==> src/rtl/sgpio_multi_shifter_if.sv <==
// Word handshake between the debug register logic (master) and the SGPIO serializer (slave).
interface sgpio_multi_shifter_if #(
  parameter int W = 32
) ();
  logic [W-1:0] i_data;
  logic         i_valid;
  logic         o_ready;

  modport master (output i_data, output i_valid, input o_ready);
  modport slave  (input i_data, input i_valid, output o_ready);
endinterface

==> src/rtl/sgpio_multi_shifter.sv <==
// Multi-channel SGPIO serializer with a one-deep shadow buffer.
// Optional macro SGPIO_REPEAT_EN: resend the last word while enabled and no new word waits.
module sgpio_multi_shifter #(
  parameter int DATA_W   = 8,
  parameter int NUM_CH   = 4,
  parameter int CLK_DIV  = 500,
  parameter int GAP_BITS = 2
) (
  input  logic                  aclk,
  input  logic                  SGPIO_FPGA_DBG_RST_N,
  input  logic                  en,
  sgpio_multi_shifter_if.slave  bus,
  output logic                  o_sgpio_clk,
  output logic                  o_sgpio_data,
  output logic                  o_sgpio_load,
  output logic                  o_busy
);

  localparam int FRAME_BITS = NUM_CH * DATA_W;
  localparam int DIV_W      = $clog2(CLK_DIV);
  localparam int CNT_MAX    = (FRAME_BITS > GAP_BITS) ? FRAME_BITS : GAP_BITS;
  localparam int CNT_W      = $clog2(CNT_MAX + 1);

  localparam logic [DIV_W-1:0] DIV_LAST   = DIV_W'(CLK_DIV - 1);
  localparam logic [DIV_W-1:0] DIV_HALF   = DIV_W'(CLK_DIV / 2);
  localparam logic [CNT_W-1:0] FRAME_LAST = CNT_W'(FRAME_BITS - 1);
  localparam logic [CNT_W-1:0] GAP_LAST   = CNT_W'(GAP_BITS - 1);

  typedef enum logic [1:0] {IDLE, SHIFT, GAP} state_t;

  state_t                  state_q, state_d;
  logic [DIV_W-1:0]        div_q, div_d;
  logic [CNT_W-1:0]        cnt_q, cnt_d;
  logic [FRAME_BITS-1:0]   shreg_q, shreg_d;
  logic [FRAME_BITS-1:0]   shadow_q, shadow_d;
  logic                    shadow_full_q, shadow_full_d;
  logic [FRAME_BITS-1:0]   last_q, last_d;
  logic                    sclk_q, sclk_d;
  logic                    sdata_q, sdata_d;
  logic                    load_q, load_d;
  logic                    busy_q, busy_d;
  logic                    ready_q, ready_d;

  logic [FRAME_BITS-1:0]   in_vec;
  logic [FRAME_BITS-1:0]   start_vec;
  logic [DIV_W-1:0]        div_inc;
  logic                    hs;
  logic                    word_avail;
  logic                    start;

  // Channel 0 lands in the top slice so that plain MSB-first shifting emits ch0 first.
  genvar gi;
  generate
    for (gi = 0; gi < NUM_CH; gi++) begin : g_reorder
      assign in_vec[(NUM_CH-1-gi)*DATA_W +: DATA_W] = bus.i_data[gi*DATA_W +: DATA_W];
    end
  endgenerate

  assign hs         = bus.i_valid && ready_q;
  assign word_avail = shadow_full_q || hs;
  assign div_inc    = div_q + DIV_W'(1);

`ifdef SGPIO_REPEAT_EN
  assign start_vec = shadow_full_q ? shadow_q : (hs ? in_vec : last_q);
`else
  assign start_vec = shadow_full_q ? shadow_q : in_vec;
`endif

  always_comb begin
    state_d       = state_q;
    div_d         = div_q;
    cnt_d         = cnt_q;
    shreg_d       = shreg_q;
    shadow_d      = shadow_q;
    shadow_full_d = shadow_full_q;
    last_d        = last_q;
    sclk_d        = sclk_q;
    sdata_d       = sdata_q;
    load_d        = load_q;
    start         = 1'b0;

    case (state_q)
      IDLE: begin
        if (en && word_avail) start = 1'b1;
      end
      SHIFT: begin
        if (div_q == DIV_LAST) begin
          div_d  = '0;
          sclk_d = 1'b0;
          load_d = 1'b0;
          if (cnt_q == FRAME_LAST) begin
            state_d = GAP;
            cnt_d   = '0;
            sdata_d = 1'b0;
          end else begin
            cnt_d   = cnt_q + CNT_W'(1);
            shreg_d = {shreg_q[FRAME_BITS-2:0], 1'b0};
            sdata_d = shreg_q[FRAME_BITS-2];
          end
        end else begin
          div_d  = div_inc;
          sclk_d = (div_inc >= DIV_HALF);
        end
      end
      GAP: begin
        if (div_q == DIV_LAST) begin
          div_d = '0;
          if (cnt_q == GAP_LAST) begin
`ifdef SGPIO_REPEAT_EN
            if (en) start = 1'b1;
`else
            if (en && word_avail) start = 1'b1;
`endif
            else state_d = IDLE;
          end else begin
            cnt_d = cnt_q + CNT_W'(1);
          end
        end else begin
          div_d = div_inc;
        end
      end
      default: state_d = IDLE;
    endcase

    if (start) begin
      state_d = SHIFT;
      div_d   = '0;
      cnt_d   = '0;
      shreg_d = start_vec;
      sdata_d = start_vec[FRAME_BITS-1];
      load_d  = 1'b1;
      sclk_d  = 1'b0;
      last_d  = start_vec;
      if (shadow_full_q) shadow_full_d = 1'b0;
    end

    // Shadow is only ever written while empty: ready is low whenever it holds a word.
    if (hs && !start) begin
      shadow_d      = in_vec;
      shadow_full_d = 1'b1;
    end

    ready_d = !shadow_full_d;
    busy_d  = (state_d != IDLE);
  end

  always_ff @(posedge aclk or negedge SGPIO_FPGA_DBG_RST_N) begin
    if (!SGPIO_FPGA_DBG_RST_N) begin
      state_q       <= IDLE;
      div_q         <= '0;
      cnt_q         <= '0;
      shreg_q       <= '0;
      shadow_q      <= '0;
      shadow_full_q <= 1'b0;
      last_q        <= '0;
      sclk_q        <= 1'b0;
      sdata_q       <= 1'b0;
      load_q        <= 1'b0;
      busy_q        <= 1'b0;
      ready_q       <= 1'b1;
    end else begin
      state_q       <= state_d;
      div_q         <= div_d;
      cnt_q         <= cnt_d;
      shreg_q       <= shreg_d;
      shadow_q      <= shadow_d;
      shadow_full_q <= shadow_full_d;
      last_q        <= last_d;
      sclk_q        <= sclk_d;
      sdata_q       <= sdata_d;
      load_q        <= load_d;
      busy_q        <= busy_d;
      ready_q       <= ready_d;
    end
  end

  assign o_sgpio_clk  = sclk_q;
  assign o_sgpio_data = sdata_q;
  assign o_sgpio_load = load_q;
  assign o_busy       = busy_q;
  assign bus.o_ready  = ready_q;

endmodule
==> src/flat_wrapper.sv <==
// flat-port wrapper written by rule: the top's interface ports become plain ports
module sgpio_multi_shifter_flat 
#(
  parameter int DATA_W   = 8,
  parameter int NUM_CH   = 4,
  parameter int CLK_DIV  = 500,
  parameter int GAP_BITS = 2
)
  (aclk, SGPIO_FPGA_DBG_RST_N, en, o_sgpio_clk, o_sgpio_data, o_sgpio_load, o_busy, bus_i_data, bus_i_valid, bus_o_ready);
  sgpio_multi_shifter_if bus_i ();
  input  logic aclk;
  input  logic SGPIO_FPGA_DBG_RST_N;
  input  logic en;
  output logic o_sgpio_clk;
  output logic o_sgpio_data;
  output logic o_sgpio_load;
  output logic o_busy;
  input wire logic [$bits(bus_i.i_data)-1:0] bus_i_data;
  input wire logic [$bits(bus_i.i_valid)-1:0] bus_i_valid;
  output wire logic [$bits(bus_i.o_ready)-1:0] bus_o_ready;
  assign bus_i.i_data = bus_i_data;
  assign bus_i.i_valid = bus_i_valid;
  assign bus_o_ready = bus_i.o_ready;
  sgpio_multi_shifter #(.DATA_W(DATA_W), .NUM_CH(NUM_CH), .CLK_DIV(CLK_DIV), .GAP_BITS(GAP_BITS)) u_core (.aclk(aclk), .SGPIO_FPGA_DBG_RST_N(SGPIO_FPGA_DBG_RST_N), .en(en), .bus(bus_i), .o_sgpio_clk(o_sgpio_clk), .o_sgpio_data(o_sgpio_data), .o_sgpio_load(o_sgpio_load), .o_busy(o_busy));
endmodule
==> config.mk <==
export PLATFORM = sky130hd
export DESIGN_NAME = sgpio_multi_shifter_flat
export DESIGN_NICKNAME = d
export VERILOG_FILES = /design/src/rtl/sgpio_multi_shifter_if.sv /design/src/rtl/sgpio_multi_shifter.sv /design/src/flat_wrapper.sv
export SDC_FILE = /design/constraint.sdc
export NUM_CORES = 1
export LEC_CHECK = 0
export CAP_MARGIN = 25
export CORE_MARGIN = 2
export CORE_UTILIZATION = 58
export DETAILED_ROUTE_END_ITERATION = 10
export PLACE_DENSITY_LB_ADDON = 0.08
export SLEW_MARGIN = 20
export SYNTH_ARGS = -nofsm -noshare
export SYNTH_HDL_FRONTEND = slang
export SYNTH_SLANG_ARGS = --single-unit
==> constraint.sdc <==
create_clock -name aclk -period 2.8 [get_ports aclk]
set_input_delay 0.42 -clock aclk [delete_from_list [all_inputs] [get_ports aclk]]
set_output_delay 0.42 -clock aclk [all_outputs]
set_load 0.02 [all_outputs]
==> flow_summary.json, run 1 <==
{
  "worst-r2r-setup-slack_ns": 0.24,
  "dp_cells": 550,
  "irDropWorstVdd_mv": 0.483,
  "final_nets": 503,
  "place_ws_ns": 0.168,
  "syn_area_mm2": 0.00465,
  "cpMaxStageDelayCell": "or4_4",
  "internal_power_mw": 3.59,
  "ant_nets": 0,
  "final_layout_size_suffix_gt1_share_pct": 19.2,
  "drc_errors": 0,
  "routedWlPerCell_um": 16.3,
  "crit_end": "u_core.shadow_q[1]$_DFFE_PN0P_",
  "start_kind": "flip-flop",
  "final_cells": 565,
  "slew_viol_final": 0,
  "final_util_pct": 69.3,
  "fillers": 593,
  "ys.flop_type": "dfrtp_1",
  "tns_ns": 0,
  "rows": 32,
  "critPathMaxStageDelay_ns": 0.50,
  "setup_viol": 0,
  "core_mm2": 0.00777,
  "max_freq_mhz": 390,
  "rsz0062_at_grt": "no",
  "cts_resized": 0,
  "ioPinCount": 41,
  "groute.usage.overall_pct": 23.0,
  "reg2reg_to": "u_core.shadow_q[1]$_DFFE_PN0P_",
  "period_minus_slack_ns": 2.56,
  "syn_inst": 423,
  "cp_data_required_time_ns": 3.04,
  "layout_setup_ws_ns": 0.235,
  "initial_core_util_pct": 59.9,
  "synth.distinct_cells": 46,
  "clockBufferDepth": 2,
  "area_growth_pct": 15.6,
  "power_frac_clock_pct": 17.8,
  "setup.worst_path.start": "u_core.div_q[1]$_DFFE_PN0P_",
  "grt_pass1_wl_mm": 15.8,
  "slew_headroom_pct": 59.0,
  "r2r_start": "u_core.div_q[1]$_DFFE_PN0P_",
  "grt_pass1_vias": 3330,
  "routed_wl_mm": 9.22,
  "crit_buf_inv": 0,
  "cts_htree_levels": 3,
  "synth.most_common_cell": "dfrtp_1",
  "cp.arrival_ns": 2.81,
  "cp_max_fo": 32,
  "gp_congestion": 0.951,
  "diodes": 0,
  "synth_edf_count": 0,
  "firstDrtPassIters": 4,
  "leakage_nw": 2.39,
  "fp.dieH_um": 93.6,
  "cts_root_buf": "clkbuf_8",
  "grt_start_max_net_pins": 45,
  "switchingPower_mw": 1.93,
  "cts_tree": "done",
  "seq_power_share_pct": 39.0,
  "postCtsSetupBuffers": 0,
  "dieArea_mm2": 0.00876,
  "outcome": "complete, no violations",
  "place_hpwl_mm": 6.23,
  "pwr-share-comb_pct": 43.2,
  "finalCritPeriodShare_pct": 91.6,
  "post_synth.cell_area_avg_um2": 11.0,
  "p_per_area_mw_per_mm2": 1030,
  "hold_class": "input port to asynchronous set/reset pin",
  "antenna_found_initial": 0,
  "maxCapViolCount": 0,
  "crit_chain": "ha_1 -> nand2_1 -> or4_4 -> o21ai_4 -> nand2_4 -> and3_4 -> mux2_4",
  "synth_top_area_share_pct": 45.7,
  "numPortBuffers": 40,
  "synth_nets": 467,
  "clk_pin_slew_worst_paths_ns": 0.08,
  "synth_top_area_cell": "dfrtp_1",
  "die_w_um": 93.6,
  "drtIter0Drc": 117,
  "tightest_slew_ns": 0.610,
  "synthTopCellsByCount": "dfrtp_1, mux2i_1, o21ai_0, mux2_4, a21oi_1",
  "ys_ff_latch": 86,
  "swShare_pct": 35.0,
  "r2r_cells": 7,
  "endpoint_kind": "flip-flop",
  "ys_seq_area_share_pct": 46.3,
  "finalHoldViolations": 0,
  "ys_warn_count": 0,
  "yosys-top-cells-area": "dfrtp_1, mux2i_1, mux2_4, mux2_2, o21ai_0",
  "vias": 3274,
  "path_class": "flip-flop to flip-flop",
  "p_total_mw": 5.52,
  "clock-sinks": 86,
  "hold_buffers": 0,
  "gr-total-overflow": 0,
  "async_flop_share_pct": 100,
  "numCtsBuffers": 9,
  "clk_latency_ns": 0.35,
  "cp.depth": 7,
  "skew_ns": 0.00506,
  "viasPerCell": 5.79,
  "path_delay_family": "simple AND/OR/NAND/NOR gates"
}
-- cells by family (layout without fill, tap and decap cells) --
kind of cell               Yosys count  after routing  synth area share (%)
muxes                               96             96                  24.4
AOI/OAI and AO/OA                   94             94                  12.0
DFF                                 86             86                  46.3
and+or+nand+nor                     86             86                  9.57
buffers and inverters               49             89                  4.81
adders and majority gates            8              8                  2.15
xor gates and xnor gates             4              4                 0.753
-- worst reg2reg max path, cell delays in order (launching register included) --
cell	delay [ns]
dfrtp_1	0.45
ha_1	0.28
nand2_1	0.13
or4_4	0.50
o21ai_4	0.22
nand2_4	0.10
and3_4	0.37
mux2_4	0.41
-- per-stage QoR --
step / area, µm² / hold WS [ns]
final: 5380 / 0.0454
after global placement: 5150 / 0.449
after floorplan: 4650 / 0.124
after detailed placement: 5150 / 0.453
after global routing: 5380 / 0.0947
after CTS: 5380 / 0.0648
-- registers in the layout (all words and copies together) (netlist names), 2 cells and up --
name             cells
u_core.div_q         9
u_core.cnt_q         6
u_core.shadow_q     32
u_core.state_q       2
u_core.shreg_q      31
-- worst min path at each step --
stage | end | cells after the start | slack (ns) | from
2_1_floorplan | u_core.cnt_q[0]$_DFFE_PN0P_ | 0 | 0.12 | SGPIO_FPGA_DBG_RST_N
3_3_place_gp | u_core.cnt_q[4]$_DFFE_PN0P_ | 1 | 0.45 | SGPIO_FPGA_DBG_RST_N
3_5_place_dp | u_core.cnt_q[4]$_DFFE_PN0P_ | 1 | 0.45 | SGPIO_FPGA_DBG_RST_N
4_1_cts | u_core.cnt_q[4]$_DFFE_PN0P_ | 1 | 0.06 | SGPIO_FPGA_DBG_RST_N
5_1_grt | u_core.cnt_q[4]$_DFFE_PN0P_ | 1 | 0.09 | SGPIO_FPGA_DBG_RST_N
6_report | u_core.shadow_q[3]$_DFFE_PN0P_ | 1 | 0.05 | SGPIO_FPGA_DBG_RST_N
-- cell usage in the layout (no fill, tap or decap), types with 2 or more instances in the layout --
cell type / count
a21oi_1: 27
or2_2: 2
nand3_1: 13
buf_4: 13
nor3_1: 15
mux2_4: 30
mux2i_1: 46
nand4_1: 5
clkbuf_8: 11
nand2_1: 16
xor2_1: 3
clkdlybuf4s50_1: 39
nor2b_1: 7
inv_1: 21
nor4_1: 2
a21o_1: 3
o41ai_1: 2
and3_1: 2
dfrtp_1: 84
a211oi_1: 3
a32o_1: 2
o31ai_1: 6
bufinv_16: 2
ha_1: 8
and2_1: 2
o21ai_0: 42
mux2_2: 20
nor2_1: 15
-- layer usage --
layer	GRT usage [%]	wire, µm
met4	8.70	159
met1	31.1	4300
met3	3.14	264
met2	37.8	4500
met5	0	0
-- power by group through the flow --
stage | clock network [mW] | logic, mW | registers, mW
after global routing | 1.06 | 2.63 | 2.22
final | 0.982 | 2.38 | 2.15
after global placement | 0 | 2.32 | 2.14
after floorplan | 0 | 1.91 | 2.07
after CTS | 1.01 | 2.41 | 2.15
after detailed placement | 0 | 2.40 | 2.16
-- layout make-up --
cell class                 count  area [µm²]  area share [%]
multi-input combinational    288        2290            42.5
sequential                    86        2150            40.0
timing repair buffer          53         508            9.44
clock buffer                  12         155            2.88
tap                          102         128            2.37
inverter                      21        78.8            1.47
clock inverter                 3        67.6            1.26
Note: power is estimated with default switching activity, not from simulation.
==> run 2, diff against run 1 <==
- SETUP_SLACK_MARGIN: unset -> 0.5
==> flow_summary.json, run 2 (synthesis results as in run 1) <==
{
  "endpoint_kind": "flip-flop",
  "firstDrtPassIters": 6,
  "fp.dieH_um": 93.6,
  "finalCritPeriodShare_pct": 83.5,
  "diodes": 0,
  "rsz0062_at_grt": "yes",
  "routed_wl_mm": 10.4,
  "numCtsBuffers": 9,
  "area_growth_pct": 21.9,
  "gr-total-overflow": 0,
  "outcome": "complete, no violations",
  "highest_layer": "met4",
  "finalHoldViolations": 0,
  "final_util_pct": 73.1,
  "routed-wl-met2_mm": 5.29,
  "max_freq_mhz": 428,
  "numPortBuffers": 40,
  "rows": 32,
  "tns_ns": 0,
  "fillers": 554,
  "clockBufferDepth": 2,
  "final_layout_size_suffix_gt1_share_pct": 26.0,
  "cp_data_required_time_ns": 3.03,
  "r2r_start": "u_core.div_q[1]$_DFFE_PN0P_",
  "die_w_um": 93.6,
  "final_nets": 528,
  "wl_met3_um": 391,
  "cts_htree_levels": 3,
  "clk_pin_slew_worst_paths_ns": 0.09,
  "skew_ns": 0.00859,
  "cp_max_fo": 27,
  "routedWlPerCell_um": 17.6,
  "vias": 3490,
  "final_cell_mix": "dfrtp_1, mux2i_1, clkdlybuf4s50_1",
  "cp.arrival_ns": 2.57,
  "initial_core_util_pct": 59.9,
  "drc_errors": 0,
  "met1_length_mm": 4.58,
  "groute.usage.overall_pct": 24.5,
  "ioPinCount": 41,
  "hold_class": "input port to asynchronous set/reset pin",
  "final_cells": 591,
  "drtIter0Drc": 158,
  "setup.worst_path.start": "u_core.div_q[1]$_DFFE_PN0P_",
  "grt_pass1_wl_mm": 17.0,
  "clk_latency_ns": 0.35,
  "tightest_slew_ns": 0.552,
  "period_minus_slack_ns": 2.34,
  "p_per_area_mw_per_mm2": 1020,
  "grt_start_max_net_pins": 41,
  "start_kind": "flip-flop",
  "slew_headroom_pct": 63.2,
  "dieArea_mm2": 0.00876,
  "grt_pass1_vias": 3568,
  "ant_nets": 0,
  "path_class": "flip-flop to flip-flop",
  "maxCapViolCount": 0,
  "top_register": "u_core.shadow_q",
  "largest_register_ff_count": 32,
  "setup_viol": 0,
  "stdcell_area_mm2": 0.00567,
  "gp_congestion": 0.905,
  "postPlaceCellArea_mm2": 0.00523,
  "viasPerCell": 5.91,
  "core_mm2": 0.00777,
  "clock-sinks": 86,
  "cts_root_buf": "clkbuf_8",
  "leakage_nw": 2.54,
  "reg_top3": "u_core.shadow_q x32, u_core.shreg_q x31, u_core.div_q x9",
  "layout_commonest_cell": "dfrtp_1",
  "irDropWorstVdd_mv": 0.574,
  "slew_viol_final": 0,
  "hold_buffers": 0,
  "place_hpwl_mm": 6.65,
  "dp_cells": 555,
  "antenna_found_initial": 0,
  "cts_tree": "done"
}
[run 2: power breakdown]
| part | internal [mW] | switching, mW | leakage (nW) | total [mW] |
|---|---|---|---|---|
| sequential | 1.80 | 0.358 | 1.04 | 2.16 |
| clock | 0.462 | 0.450 | 0.109 | 0.912 |
| combinational | 1.44 | 1.28 | 1.39 | 2.72 |
[run 2: layer usage]
layer | track usage, % | vias up
li1 | - | 1637
met1 | 32.6 | 1749
met2 | 42.2 | 88
met3 | 2.98 | 16
met4 | 7.13 | 0
met5 | 0 | -
[run 2: path summary, 6_finish.rpt]
path                                              endpoint  slack, ns  cells after the start
max in group asynchronous  u_core.shadow_q[10]$_DFFE_PN0P_       1.99                      2
setup reg to reg            u_core.shreg_q[29]$_DFFE_PN0P_       0.46                      9
hold reg to reg             u_core.shadow_q[7]$_DFFE_PN0P_       0.52                      1
setup / recovery            u_core.shreg_q[29]$_DFFE_PN0P_       0.46                      9
min in group aclk           u_core.shadow_q[7]$_DFFE_PN0P_       0.52                      1
hold / removal                 u_core.cnt_q[3]$_DFFE_PN0P_       0.03                      1
[run 2: final cells by class]
type / instances / area [µm²] / area share (%)
clock inverters: 5 / 57.6 / 1.01
flip-flops and latches: 86 / 2160 / 38.1
well taps: 102 / 128 / 2.25
inverters: 21 / 78.8 / 1.39
clock buffers: 11 / 151 / 2.67
multi-input cells: 288 / 2320 / 40.9
repair buffers: 78 / 776 / 13.7
[run 2: repair_timing]
item                       in CTS  in global routing
setup endpoints to repair      57                 54
buffers inserted                6                 13
hold endpoints to repair        0                  0
resized for setup              12                 12
cloned                          0                  1
pin swaps                       2                  4
[run 2: stage by stage]
| stage | hold slack [ns] | total power, mW | worst slack, ns |
|---|---|---|---|
| 3_3_place_gp | 0.421 | 4.55 | 0.343 |
| 4_1_cts | 0.0478 | 5.61 | 0.499 |
| 2_1_floorplan | 0.124 | 4.00 | 0.446 |
| 3_5_place_dp | 0.423 | 4.65 | 0.249 |
| 5_1_grt | 0.0710 | 6.17 | 0.393 |
| 6_report | 0.0282 | 5.79 | 0.462 |
[run 2: critical path, stage by stage (launching register included)]
cell and delay [ns]:
dfrtp_2 0.40, ha_4 0.17, nand2_2 0.07, or4_4 0.44
buf_4 0.17, o21a_1 0.23, buf_12 0.17, o21ai_1 0.16
o21ai_0 0.12, mux2_2 0.27
